`src/rtl/riscv_instr_enc_if.sv`:
```
// Handshake and field bundle for the RV32I instruction encoder.
// The master drives requests and out_ready; the slave is the encoder.
interface riscv_instr_enc_if #(
    parameter int ERR_CNT_W = 8
);
    logic                 in_valid;
    logic                 in_ready;
    logic [2:0]           fmt;
    logic [6:0]           opcode;
    logic [4:0]           rd;
    logic [4:0]           rs1;
    logic [4:0]           rs2;
    logic [2:0]           funct3;
    logic [6:0]           funct7;
    logic [31:0]          imm;
    logic                 out_valid;
    logic                 out_ready;
    logic [31:0]          instr;
    logic                 imm_err;
    logic                 fmt_err;
    logic [ERR_CNT_W-1:0] err_cnt;

    modport master (
        output in_valid, fmt, opcode, rd, rs1, rs2, funct3, funct7, imm, out_ready,
        input  in_ready, out_valid, instr, imm_err, fmt_err, err_cnt
    );

    modport slave (
        input  in_valid, fmt, opcode, rd, rs1, rs2, funct3, funct7, imm, out_ready,
        output in_ready, out_valid, instr, imm_err, fmt_err, err_cnt
    );
endinterface

```
`src/rtl/riscv_instr_enc.sv`:
```
// RV32I instruction encoder: packs fields and immediate into R/I/S/B/U/J words
// through a two-stage valid/ready pipeline, flagging unrepresentable immediates.
module riscv_instr_enc #(
    parameter int CHECK_IMM = 1,
    parameter int ERR_CNT_W = 8
) (
    input  logic clk,
    input  logic aresetn,
    riscv_instr_enc_if.slave bus
);
    localparam logic [2:0] FMT_R = 3'd0;
    localparam logic [2:0] FMT_I = 3'd1;
    localparam logic [2:0] FMT_S = 3'd2;
    localparam logic [2:0] FMT_B = 3'd3;
    localparam logic [2:0] FMT_U = 3'd4;
    localparam logic [2:0] FMT_J = 3'd5;

    logic                 s1_valid_reg;
    logic [2:0]           s1_fmt_reg;
    logic [6:0]           s1_opcode_reg;
    logic [4:0]           s1_rd_reg;
    logic [4:0]           s1_rs1_reg;
    logic [4:0]           s1_rs2_reg;
    logic [2:0]           s1_funct3_reg;
    logic [6:0]           s1_funct7_reg;
    logic [31:0]          s1_imm_reg;

    logic                 s2_valid_reg;
    logic [31:0]          instr_reg;
    logic                 imm_err_reg;
    logic                 fmt_err_reg;
    logic [ERR_CNT_W-1:0] err_cnt_reg;

    logic                 s1_load;
    logic                 s2_load;
    logic [31:0]          instr_next;
    logic                 imm_bad_next;
    logic                 fmt_err_next;

    // Sign-extension checks: the dropped upper bits must all copy the top kept bit.
    logic i_bad;
    logic b_bad;
    logic j_bad;
    logic u_bad;

    assign s2_load = !s2_valid_reg || bus.out_ready;
    assign s1_load = !s1_valid_reg || s2_load;

    assign i_bad = !((&s1_imm_reg[31:11]) || !(|s1_imm_reg[31:11]));
    assign b_bad = s1_imm_reg[0] || !((&s1_imm_reg[31:12]) || !(|s1_imm_reg[31:12]));
    assign j_bad = s1_imm_reg[0] || !((&s1_imm_reg[31:20]) || !(|s1_imm_reg[31:20]));
    assign u_bad = |s1_imm_reg[11:0];

    always_comb begin
        instr_next   = 32'h0000_0000;
        imm_bad_next = 1'b0;
        fmt_err_next = 1'b0;
        case (s1_fmt_reg)
            FMT_R: instr_next = {s1_funct7_reg, s1_rs2_reg, s1_rs1_reg, s1_funct3_reg,
                                 s1_rd_reg, s1_opcode_reg};
            FMT_I: begin
                instr_next   = {s1_imm_reg[11:0], s1_rs1_reg, s1_funct3_reg,
                                s1_rd_reg, s1_opcode_reg};
                imm_bad_next = i_bad;
            end
            FMT_S: begin
                instr_next   = {s1_imm_reg[11:5], s1_rs2_reg, s1_rs1_reg, s1_funct3_reg,
                                s1_imm_reg[4:0], s1_opcode_reg};
                imm_bad_next = i_bad;
            end
            FMT_B: begin
                instr_next   = {s1_imm_reg[12], s1_imm_reg[10:5], s1_rs2_reg, s1_rs1_reg,
                                s1_funct3_reg, s1_imm_reg[4:1], s1_imm_reg[11], s1_opcode_reg};
                imm_bad_next = b_bad;
            end
            FMT_U: begin
                instr_next   = {s1_imm_reg[31:12], s1_rd_reg, s1_opcode_reg};
                imm_bad_next = u_bad;
            end
            FMT_J: begin
                instr_next   = {s1_imm_reg[20], s1_imm_reg[10:1], s1_imm_reg[11],
                                s1_imm_reg[19:12], s1_rd_reg, s1_opcode_reg};
                imm_bad_next = j_bad;
            end
            default: fmt_err_next = 1'b1;
        endcase
    end

    always_ff @(posedge clk or negedge aresetn) begin
        if (!aresetn) begin
            s1_valid_reg  <= 1'b0;
            s1_fmt_reg    <= 3'd0;
            s1_opcode_reg <= 7'd0;
            s1_rd_reg     <= 5'd0;
            s1_rs1_reg    <= 5'd0;
            s1_rs2_reg    <= 5'd0;
            s1_funct3_reg <= 3'd0;
            s1_funct7_reg <= 7'd0;
            s1_imm_reg    <= 32'd0;
        end else if (s1_load) begin
            s1_valid_reg <= bus.in_valid;
            if (bus.in_valid) begin
                s1_fmt_reg    <= bus.fmt;
                s1_opcode_reg <= bus.opcode;
                s1_rd_reg     <= bus.rd;
                s1_rs1_reg    <= bus.rs1;
                s1_rs2_reg    <= bus.rs2;
                s1_funct3_reg <= bus.funct3;
                s1_funct7_reg <= bus.funct7;
                s1_imm_reg    <= bus.imm;
            end
        end
    end

    always_ff @(posedge clk or negedge aresetn) begin
        if (!aresetn) begin
            s2_valid_reg <= 1'b0;
            instr_reg    <= 32'd0;
            imm_err_reg  <= 1'b0;
            fmt_err_reg  <= 1'b0;
        end else if (s2_load) begin
            s2_valid_reg <= s1_valid_reg;
            if (s1_valid_reg) begin
                instr_reg   <= instr_next;
                imm_err_reg <= (CHECK_IMM != 0) && imm_bad_next;
                fmt_err_reg <= fmt_err_next;
            end
        end
    end

    // Counts only words that actually leave; saturates instead of wrapping.
    always_ff @(posedge clk or negedge aresetn) begin
        if (!aresetn) begin
            err_cnt_reg <= '0;
        end else if (s2_valid_reg && bus.out_ready && (imm_err_reg || fmt_err_reg)
                     && (err_cnt_reg != {ERR_CNT_W{1'b1}})) begin
            err_cnt_reg <= err_cnt_reg + 1'b1;
        end
    end

    assign bus.in_ready  = s1_load;
    assign bus.out_valid = s2_valid_reg;
    assign bus.instr     = instr_reg;
    assign bus.imm_err   = imm_err_reg;
    assign bus.fmt_err   = fmt_err_reg;
    assign bus.err_cnt   = err_cnt_reg;
endmodule

```
`src/flat_wrapper.sv`:
```
// flat-port wrapper written by rule: the top's interface ports become plain ports
module riscv_instr_enc_flat 
#(
    parameter int CHECK_IMM = 1,
    parameter int ERR_CNT_W = 8
)
  (clk, aresetn, bus_in_valid, bus_fmt, bus_opcode, bus_rd, bus_rs1, bus_rs2, bus_funct3, bus_funct7, bus_imm, bus_out_ready, bus_in_ready, bus_out_valid, bus_instr, bus_imm_err, bus_fmt_err, bus_err_cnt);
  riscv_instr_enc_if #(.ERR_CNT_W(ERR_CNT_W)) bus_i ();
  input  logic clk;
  input  logic aresetn;
  input wire logic [$bits(bus_i.in_valid)-1:0] bus_in_valid;
  input wire logic [$bits(bus_i.fmt)-1:0] bus_fmt;
  input wire logic [$bits(bus_i.opcode)-1:0] bus_opcode;
  input wire logic [$bits(bus_i.rd)-1:0] bus_rd;
  input wire logic [$bits(bus_i.rs1)-1:0] bus_rs1;
  input wire logic [$bits(bus_i.rs2)-1:0] bus_rs2;
  input wire logic [$bits(bus_i.funct3)-1:0] bus_funct3;
  input wire logic [$bits(bus_i.funct7)-1:0] bus_funct7;
  input wire logic [$bits(bus_i.imm)-1:0] bus_imm;
  input wire logic [$bits(bus_i.out_ready)-1:0] bus_out_ready;
  output wire logic [$bits(bus_i.in_ready)-1:0] bus_in_ready;
  output wire logic [$bits(bus_i.out_valid)-1:0] bus_out_valid;
  output wire logic [$bits(bus_i.instr)-1:0] bus_instr;
  output wire logic [$bits(bus_i.imm_err)-1:0] bus_imm_err;
  output wire logic [$bits(bus_i.fmt_err)-1:0] bus_fmt_err;
  output wire logic [$bits(bus_i.err_cnt)-1:0] bus_err_cnt;
  assign bus_i.in_valid = bus_in_valid;
  assign bus_i.fmt = bus_fmt;
  assign bus_i.opcode = bus_opcode;
  assign bus_i.rd = bus_rd;
  assign bus_i.rs1 = bus_rs1;
  assign bus_i.rs2 = bus_rs2;
  assign bus_i.funct3 = bus_funct3;
  assign bus_i.funct7 = bus_funct7;
  assign bus_i.imm = bus_imm;
  assign bus_i.out_ready = bus_out_ready;
  assign bus_in_ready = bus_i.in_ready;
  assign bus_out_valid = bus_i.out_valid;
  assign bus_instr = bus_i.instr;
  assign bus_imm_err = bus_i.imm_err;
  assign bus_fmt_err = bus_i.fmt_err;
  assign bus_err_cnt = bus_i.err_cnt;
  riscv_instr_enc #(.CHECK_IMM(CHECK_IMM), .ERR_CNT_W(ERR_CNT_W)) u_core (.clk(clk), .aresetn(aresetn), .bus(bus_i));
endmodule
```
`config.mk`:
```
export PLATFORM = sky130hd
export DESIGN_NAME = riscv_instr_enc_flat
export DESIGN_NICKNAME = d
export VERILOG_FILES = /design/src/rtl/riscv_instr_enc_if.sv /design/src/rtl/riscv_instr_enc.sv /design/src/flat_wrapper.sv
export SDC_FILE = /design/constraint.sdc
export NUM_CORES = 1
export LEC_CHECK = 0
export CELL_PAD_IN_SITES_DETAIL_PLACEMENT = 1
export CELL_PAD_IN_SITES_GLOBAL_PLACEMENT = 2
export CORE_MARGIN = 2
export CORE_UTILIZATION = 35
export DETAILED_ROUTE_END_ITERATION = 16
export PLACE_DENSITY = 0.86
export SETUP_SLACK_MARGIN = 0.02
export SKIP_LAST_GASP = 1
export SYNTH_ARGS = -nofsm -noshare
export SYNTH_HDL_FRONTEND = slang
export SYNTH_SLANG_ARGS = --single-unit
export TNS_END_PERCENT = 50
```
`constraint.sdc`:
```
create_clock -name clk -period 4.5 [get_ports clk]
set_input_delay 1.35 -clock clk [delete_from_list [all_inputs] [get_ports clk]]
set_output_delay 1.35 -clock clk [all_outputs]
set_load 0.03 [all_outputs]
```
# Word-level counts from Yosys, hierarchy flattened

Cells that the tools add are included.

Add/sub/neg operators: 1
Equality and inequality tests: 6
Muxes and demuxes: 3
Reductions and logical operators: 31

Operator list:

| kind                                                 | count |
|---|---|
| one-hot mux 32 bit (6 select lines)                  | 1 |
| OR reduction 12 bit                                  | 2 |
| AND reduction 21 bit                                 | 1 |
| OR reduction 21 bit                                  | 1 |
| AND reduction 20 bit                                 | 1 |
| OR reduction 20 bit                                  | 1 |
| AND reduction 12 bit                                 | 1 |
| adder 8 x 1 -> 8 bit (second input constant)         | 1 |
| zero test 1 bit                                      | 8 |
| logical OR 1 bit                                     | 8 |
| inequality test 8 bit (second input constant)        | 1 |
| equality test 3 x 2 -> 1 bit (second input constant) | 2 |
| equality test 3 bit (second input constant)          | 2 |
| OR reduction 6 bit                                   | 1 |
| one-hot mux 1 bit (4 select lines)                   | 1 |
| AND reduction 2 bit                                  | 2 |
| equality test 3 x 1 -> 1 bit (second input constant) | 1 |
| logical AND 1 bit                                    | 3 |
| zero test 3 bit                                      | 1 |
| OR reduction 2 bit                                   | 1 |
| 2-to-1 mux 1 bit                                     | 1 |

Register bits after elaboration: 111
Bits of input ports: 71
Output and inout bits: 44
Word-level logic and storage cells: 55

# Longest topological paths before layout

Gate-level depths: netlist of the first run.

Word-level depth: 6
Gate-level depth with buffers: 6
Mapped depth without buffers: 6

# Least setup slack after synthesis of the first run

OpenSTA, ideal clock, no wires.

Kind: input to output
From: input port bus_out_ready
To: output port bus_in_ready
Arrival time: 1.702 ns
Data required time: 3.150 ns
Path slack: 1.448 ns
Cell stages on the path: 1
Path buffers: 0
Path through: nand3b_1

Cells in the longest elaborated chain, start to end: 2

RTL lines:

| item             | RTL line              | source |
|---|---|---|
| from (decl)      | flat_wrapper.sv:20    | `input wire logic [$bits(bus_i.out_ready)-1:0] bus_out_ready;` |
| logical OR 1 bit | riscv_instr_enc.sv:46 | `assign s2_load = !s2_valid_reg \|\| bus.out_ready;` |
| logical OR 1 bit | riscv_instr_enc.sv:47 | `assign s1_load = !s1_valid_reg \|\| s2_load;` |
| to (decl)        | flat_wrapper.sv:21    | `output wire logic [$bits(bus_i.in_ready)-1:0] bus_in_ready;` |

Every way passes these cells.

# Final worst setup path of the first run

Same ends and word-level chain as after synthesis.

==> results of run 1 <==
[power by group through the flow]
stage / clock, mW / sequential, mW / combinational, mW
after global placement: 0 / 1.39 / 0.874
after detailed placement: 0 / 1.41 / 0.893
after floorplan: 0 / 1.54 / 0.335
final: 0.872 / 1.39 / 0.882
after global routing: 0.932 / 1.42 / 0.954
after CTS: 0.899 / 1.39 / 0.898
[metrics by stage]
step / utilization [%] / std cells / setup slack [ns] / instance area (sq um)
finish: 48.16 / 670 / 0.3803 / 6404
global route: 48.16 / 670 / 0.3302 / 6404
CTS: 48.16 / 670 / 0.3690 / 6404
detailed placement: 45.72 / 654 / 0.3725 / 6078
global placement: 45.72 / 654 / 0.4183 / 6078
floorplan: - / 383 / 1.448 / 4783
[layout make-up]
class | instances | share of cell area (%)
multi-input cells | 249 | 29.72
well taps | 176 | 3.439
clock inverters | 3 | 1.016
clock buffers | 13 | 4.064
repair buffers | 117 | 18.33
flip-flops and latches | 111 | 43.38
inverters | 1 | 0.05862
[per-layer routing]
| layer | GRT usage, % | vias up |
|---|---|---|
| met4 | 6.686 | 0 |
| met2 | 27.63 | 76 |
| met1 | 24.36 | 1752 |
| li1 | - | 1617 |
| met5 | 0 | - |
| met3 | 3.195 | 17 |
[worst max-delay path, delay by kind of cell]
family	cells	cell delay (ns)
buffers and inverters	2	1.20
AND/OR/NAND/NOR	1	0.21
[placed cells by master (no fill, tap or decap), types with 3 or more instances in the layout]
cell	count
nand3_1	4
dfrtp_1	111
xnor2_1	5
clkbuf_16	9
a21oi_1	12
xor2_1	3
a22o_1	11
clkdlybuf4s50_1	113
nor2b_1	10
o22a_1	6
nor2_1	7
nand2_1	32
buf_4	3
o21ai_1	29
nand2b_1	3
nor4_1	6
nand4_1	8
a22oi_1	23
mux2_1	70
[path summary, 6_finish.rpt]
path	startpoint	endpoint	slack [ns]	cells after the start
max	bus_out_ready	bus_in_ready	0.38	3
min	u_core.s1_funct3_reg[2]	u_core.s1_funct3_reg[2]	0.49	1
max reg2reg	u_core.s1_fmt_reg[2]	u_core.bus.instr[28]	2.07	4
min reg2reg	u_core.s1_funct3_reg[2]	u_core.s1_funct3_reg[2]	0.49	1
max in group asynchronous	aresetn	u_core.bus.instr[4]	2.69	2
min in group asynchronous	aresetn	u_core.s1_funct3_reg[2]	1.05	1
[cell families after synthesis]
family / count (synthesis)
AO/OA/AOI/OAI: 87
XOR/XNOR: 8
adder cells (fa/ha/maj): 1
buffers and inverters: 23
flip-flops: 111
multiplexers: 73
AND/OR/NAND/NOR: 80
==> results.json, run 1 <==
{
  "result_of_the_run": "completed",
  "total_power_mw": 3.142,
  "yosysSeqAreaShare_pct": 58.07,
  "fp.dieH_um": 120.9,
  "p_leak_nw": 2.614,
  "drt_drc_violations_left": 0,
  "grt_setup_unrepaired": "false",
  "clock-root-buffer": "clkbuf_16",
  "std_cell_rows": 42,
  "p_comb_share_pct": 28.1,
  "fin_crit_sh_pct": 91.55,
  "floorplan.io_pins": 115,
  "required_ns": 3.15,
  "worstSetupPathType": "in -> out",
  "synth_top_family_by_area": "multiplexers",
  "areaGrowthSynthToFinish_pct": 33.87,
  "worstSetupStartpointType": "input port",
  "cp_slowest_stage_delay_ns": 0.71,
  "multi_input_area_sq_um": 1903,
  "tns_ns": 0,
  "finish.net_count": 561,
  "maxSlewHeadroom_pct": 33.58,
  "clk_latency_ns": 0.35,
  "switching_portion_of_total_power_pct": 32.23,
  "tritoncts_num_sinks": 111,
  "drt-total-wl_mm": 12.22,
  "synth_area_in_xor_xnor_pct": 1.465,
  "viasPerCell": 5.167,
  "netlist_instances": 383,
  "met1Wirelength_mm": 5.695,
  "kind_of_end_point_of_the_critical_path": "output pin",
  "dr_wl_met2_mm": 5.819,
  "wire_length_per_cell_after_detailed_routing_um": 18.24,
  "power_report.internal_total_mw": 2.129,
  "clock_tree_from_tritoncts": "done",
  "core-area_sq_um": 13300,
  "crit_top_cell": "clkdlybuf4s50_1",
  "synth_fa_ha_area_share_pct": 0.2616,
  "netlist_top_cells_area": "dfrtp_1 58%, mux2_1 16%, a22oi_1 3.6%, o21ai_1 3.0%, nand2_1 2.7%",
  "place_congestion": 0.7499,
  "initial_utilization_pct": 35.98,
  "route.top_layer_used": "met4",
  "synth.cell_area_sq_um": 4783,
  "detailroute.wirelength.met3_um": 475,
  "n_antenna_cell": 0,
  "num-fill-cells": 1407,
  "p_sw_mw": 1.013,
  "yosysMostFrequentCell": "dfrtp_1",
  "achievable-frequency_mhz": 242.7,
  "max_h_tree_level": 3,
  "grt_remaining_overflow": 0,
  "ir_drop_mv": 0.2281,
  "synth_async_sr_flop_share_pct": 100.0,
  "power.clock.fraction_pct": 27.7,
  "drtAntennaViolNets": 0,
  "synth_edf_count": 0,
  "post_cts.resized_instances": 0,
  "via_count_of_the_first_global_routing_pass": 3741,
  "fin_crit_ns": 4.120,
  "synthDominantAreaCellType": "dfrtp_1",
  "timing.hold.ws_ns": 0.4879,
  "final_hpwl_from_detailed_placement_mm": 8.487,
  "fp.dieArea_sq_um": 14620,
  "synth_simple_gate_area_share_pct": 8.580,
  "grt_first_pass_wirelength_mm": 19.95,
  "cts_hold_buffers": 0,
  "sequential_cell_area_sq_um": 2778,
  "cts_buffers": 9,
  "worstHoldPathType": "reg -> reg",
  "synth_seq_cells": 111,
  "report.final.slew_viol_count": 0,
  "port_buffer_count": 114,
  "grt_antenna_before_repair": 0,
  "post_synth_num_cell_types": 35,
  "sequential_share_of_power_pct": 44.2,
  "die_w_um": 120.9,
  "global_route.usage.total_pct": 17.64,
  "maximum_number_of_pins_on_one_net_before_global_route_repair": 68,
  "setup-violations-final": 0,
  "power_density_nw_per_um2": 490.6,
  "drive_gt1_share_pct": 5.061,
  "yosysWarningCount": 0,
  "worst-endpoint-arrival_ns": 2.77,
  "finalClockSkew_ns": 0.005244,
  "syn_area_per_cell_sq_um": 12.49,
  "detailroute.via_count": 3462,
  "maximum_capacitance_violations": 0,
  "synth_compound_gate_area_share_pct": 12.14,
  "critPathSlowestCell": "clkdlybuf4s50_1",
  "post_synth_mux_area_share_pct": 17.13,
  "first_pass_iters": 4,
  "cts_max_path_buffers": 2,
  "clk_transition_reported_paths_ns": 0.07,
  "synth_top_cell_area_share_pct": 58.07,
  "cts_setup_buffers": 0,
  "report.final.hold_viol_count": 0,
  "synth_top_cells_by_count": "111 x dfrtp_1, 70 x mux2_1, 34 x nand2_1, 29 x o21ai_1, 23 x a22oi_1",
  "synth_nets": 455,
  "first_iter_violations": 119,
  "synth-main-ff-cell": "dfrtp_1",
  "worst_pin_slew_ns": 0.9962,
  "timing.critical_path.fanout_max": 3,
  "crit_chain": "clkdlybuf4s50_1, nand3b_1, clkdlybuf4s50_1"
}
Power figures use the tool's default switching activity.
==> run 2: changes to the inputs <==
- CORE_MARGIN: 2 -> 5
==> run 2 against run 1 <==
  * Combinational power grew 0.8%
  * Via count shrank 0.26%
  * Register-to-register slack gained 0.03 ns
  * Design area shrank 1.2%
  * Core utilization shrank 0.78 points
  * Clock-buffer cell count shrank 1
  * Critical path type unchanged
  * Highest routed layer unchanged
==> results.json, run 2 (synthesis gave the netlist of run 1 again) <==
{
  "max_h_tree_level": 3,
  "stdcell_count": 668,
  "clk_transition_reported_paths_ns": 0.07,
  "worst-endpoint-arrival_ns": 2.80,
  "sequential_cell_area_sq_um": 2778,
  "worst_pin_slew_ns": 0.9609,
  "timing.hold.ws_ns": 0.4868,
  "kind_of_end_point_of_the_critical_path": "output pin",
  "grt_remaining_overflow": 0,
  "final_util_pct": 47.38,
  "tns_ns": 0,
  "cts_setup_buffers": 0,
  "pre_cts_slack_ns": 0.3569,
  "first_pass_iters": 4,
  "grt_setup_unrepaired": "false",
  "achievable-frequency_mhz": 240.9,
  "ir_drop_mv": 0.2268,
  "final_common_cell": "clkdlybuf4s50_1",
  "multi_input_area_sq_um": 1903,
  "maximum_capacitance_violations": 0,
  "port_buffer_count": 114,
  "final_hpwl_from_detailed_placement_mm": 9.169,
  "post_cts.resized_instances": 0,
  "cts_buffers": 9,
  "wire_length_per_cell_after_detailed_routing_um": 19.15,
  "detailroute.via_count": 3453,
  "p_leak_nw": 2.576,
  "via_count_of_the_first_global_routing_pass": 3768,
  "finish.net_count": 561,
  "required_ns": 3.15,
  "maxSlewHeadroom_pct": 35.94,
  "final_cell_mix": "113 x clkdlybuf4s50_1, 111 x dfrtp_1, 70 x mux2_1",
  "clock-root-buffer": "clkbuf_16",
  "finalClockSkew_ns": 0.005986,
  "clk_latency_ns": 0.35,
  "place_congestion": 0.7546,
  "power_density_nw_per_um2": 473.4,
  "worstSetupStartpointType": "input port",
  "fp.dieH_um": 126.9,
  "clock_tree_from_tritoncts": "done",
  "floorplan.io_pins": 115,
  "grt_first_pass_wirelength_mm": 20.71,
  "viasPerCell": 5.169,
  "global_route.usage.total_pct": 16.44,
  "drt-total-wl_mm": 12.79,
  "timing.final.ws_setup_ns": 0.3490,
  "cts_hold_buffers": 0,
  "setup-violations-final": 0,
  "first_iter_violations": 125,
  "fin_crit_ns": 4.151,
  "worstSetupPathType": "in -> out",
  "worstHoldPathType": "reg -> reg",
  "report.final.slew_viol_count": 0,
  "drtAntennaViolNets": 0,
  "fin_crit_sh_pct": 92.24,
  "core-area_sq_um": 13350,
  "fp.dieArea_sq_um": 16100,
  "report.final.hold_viol_count": 0,
  "result_of_the_run": "completed",
  "placedInstanceArea_sq_um": 6078,
  "dpl.cell_count": 654,
  "maximum_number_of_pins_on_one_net_before_global_route_repair": 68,
  "areaGrowthSynthToFinish_pct": 32.23,
  "timing.critical_path.fanout_max": 3,
  "total_power_mw": 2.994,
  "drt_drc_violations_left": 0,
  "n_antenna_cell": 0,
  "initial_utilization_pct": 35.84,
  "tritoncts_num_sinks": 111,
  "finished_cell_area_sq_um": 6325,
  "grt_antenna_before_repair": 0,
  "std_cell_rows": 42,
  "die_w_um": 126.9,
  "drive_gt1_share_pct": 4.472,
  "num-fill-cells": 1424,
  "cts_max_path_buffers": 2
}
run 2: cell types whose count changed in the layout (fill, tap and decap cells not counted):
cell	change
bufinv_16	-2
clkbuf_1	+1
clkbuf_8	-2
clkinv_2	+1
run 2: path summary, 6_finish.rpt:
check,start,end,slack (ns),cells after the start
worst max-delay path,bus_out_ready,bus_in_ready,0.35,3
worst min-delay path,u_core.bus.instr[13],u_core.bus.instr[13],0.49,2
worst max register to register,u_core.s1_fmt_reg[2],u_core.bus.instr[27],2.10,4
worst min register to register,u_core.bus.instr[13],u_core.bus.instr[13],0.49,2
max in group asynchronous,aresetn,u_core.bus.instr[21],2.68,2
min in group asynchronous,aresetn,u_core.bus.instr[14],1.06,1
run 2: cell type report:
type / instances / share of cell area [%]
Tap cell: 176 / 3.482
Clock buffer: 12 / 3.739
Clock inverter: 2 / 0.1583
Inverter: 1 / 0.05935
Timing Repair Buffer: 117 / 18.56
Multi-Input combinational cell: 249 / 30.09
Sequential cell: 111 / 43.92
run 2: worst max-delay path, cell delays in order:
cell and delay, ns:
clkdlybuf4s50_1 0.51, nand3b_1 0.21, clkdlybuf4s50_1 0.73
run 2: report_power, final:
part | switching [mW] | leakage [nW] | internal (mW)
clock | 0.348 | 0.122 | 0.369
sequential | 0.198 | 1.34 | 1.19
combinational | 0.469 | 1.12 | 0.420
run 2: metal layers:
metal	global-route usage, %	routed length (um)
met1	22.57	5860
met2	25.72	6159
met3	3.026	525
met4	6.751	249
met5	0	0
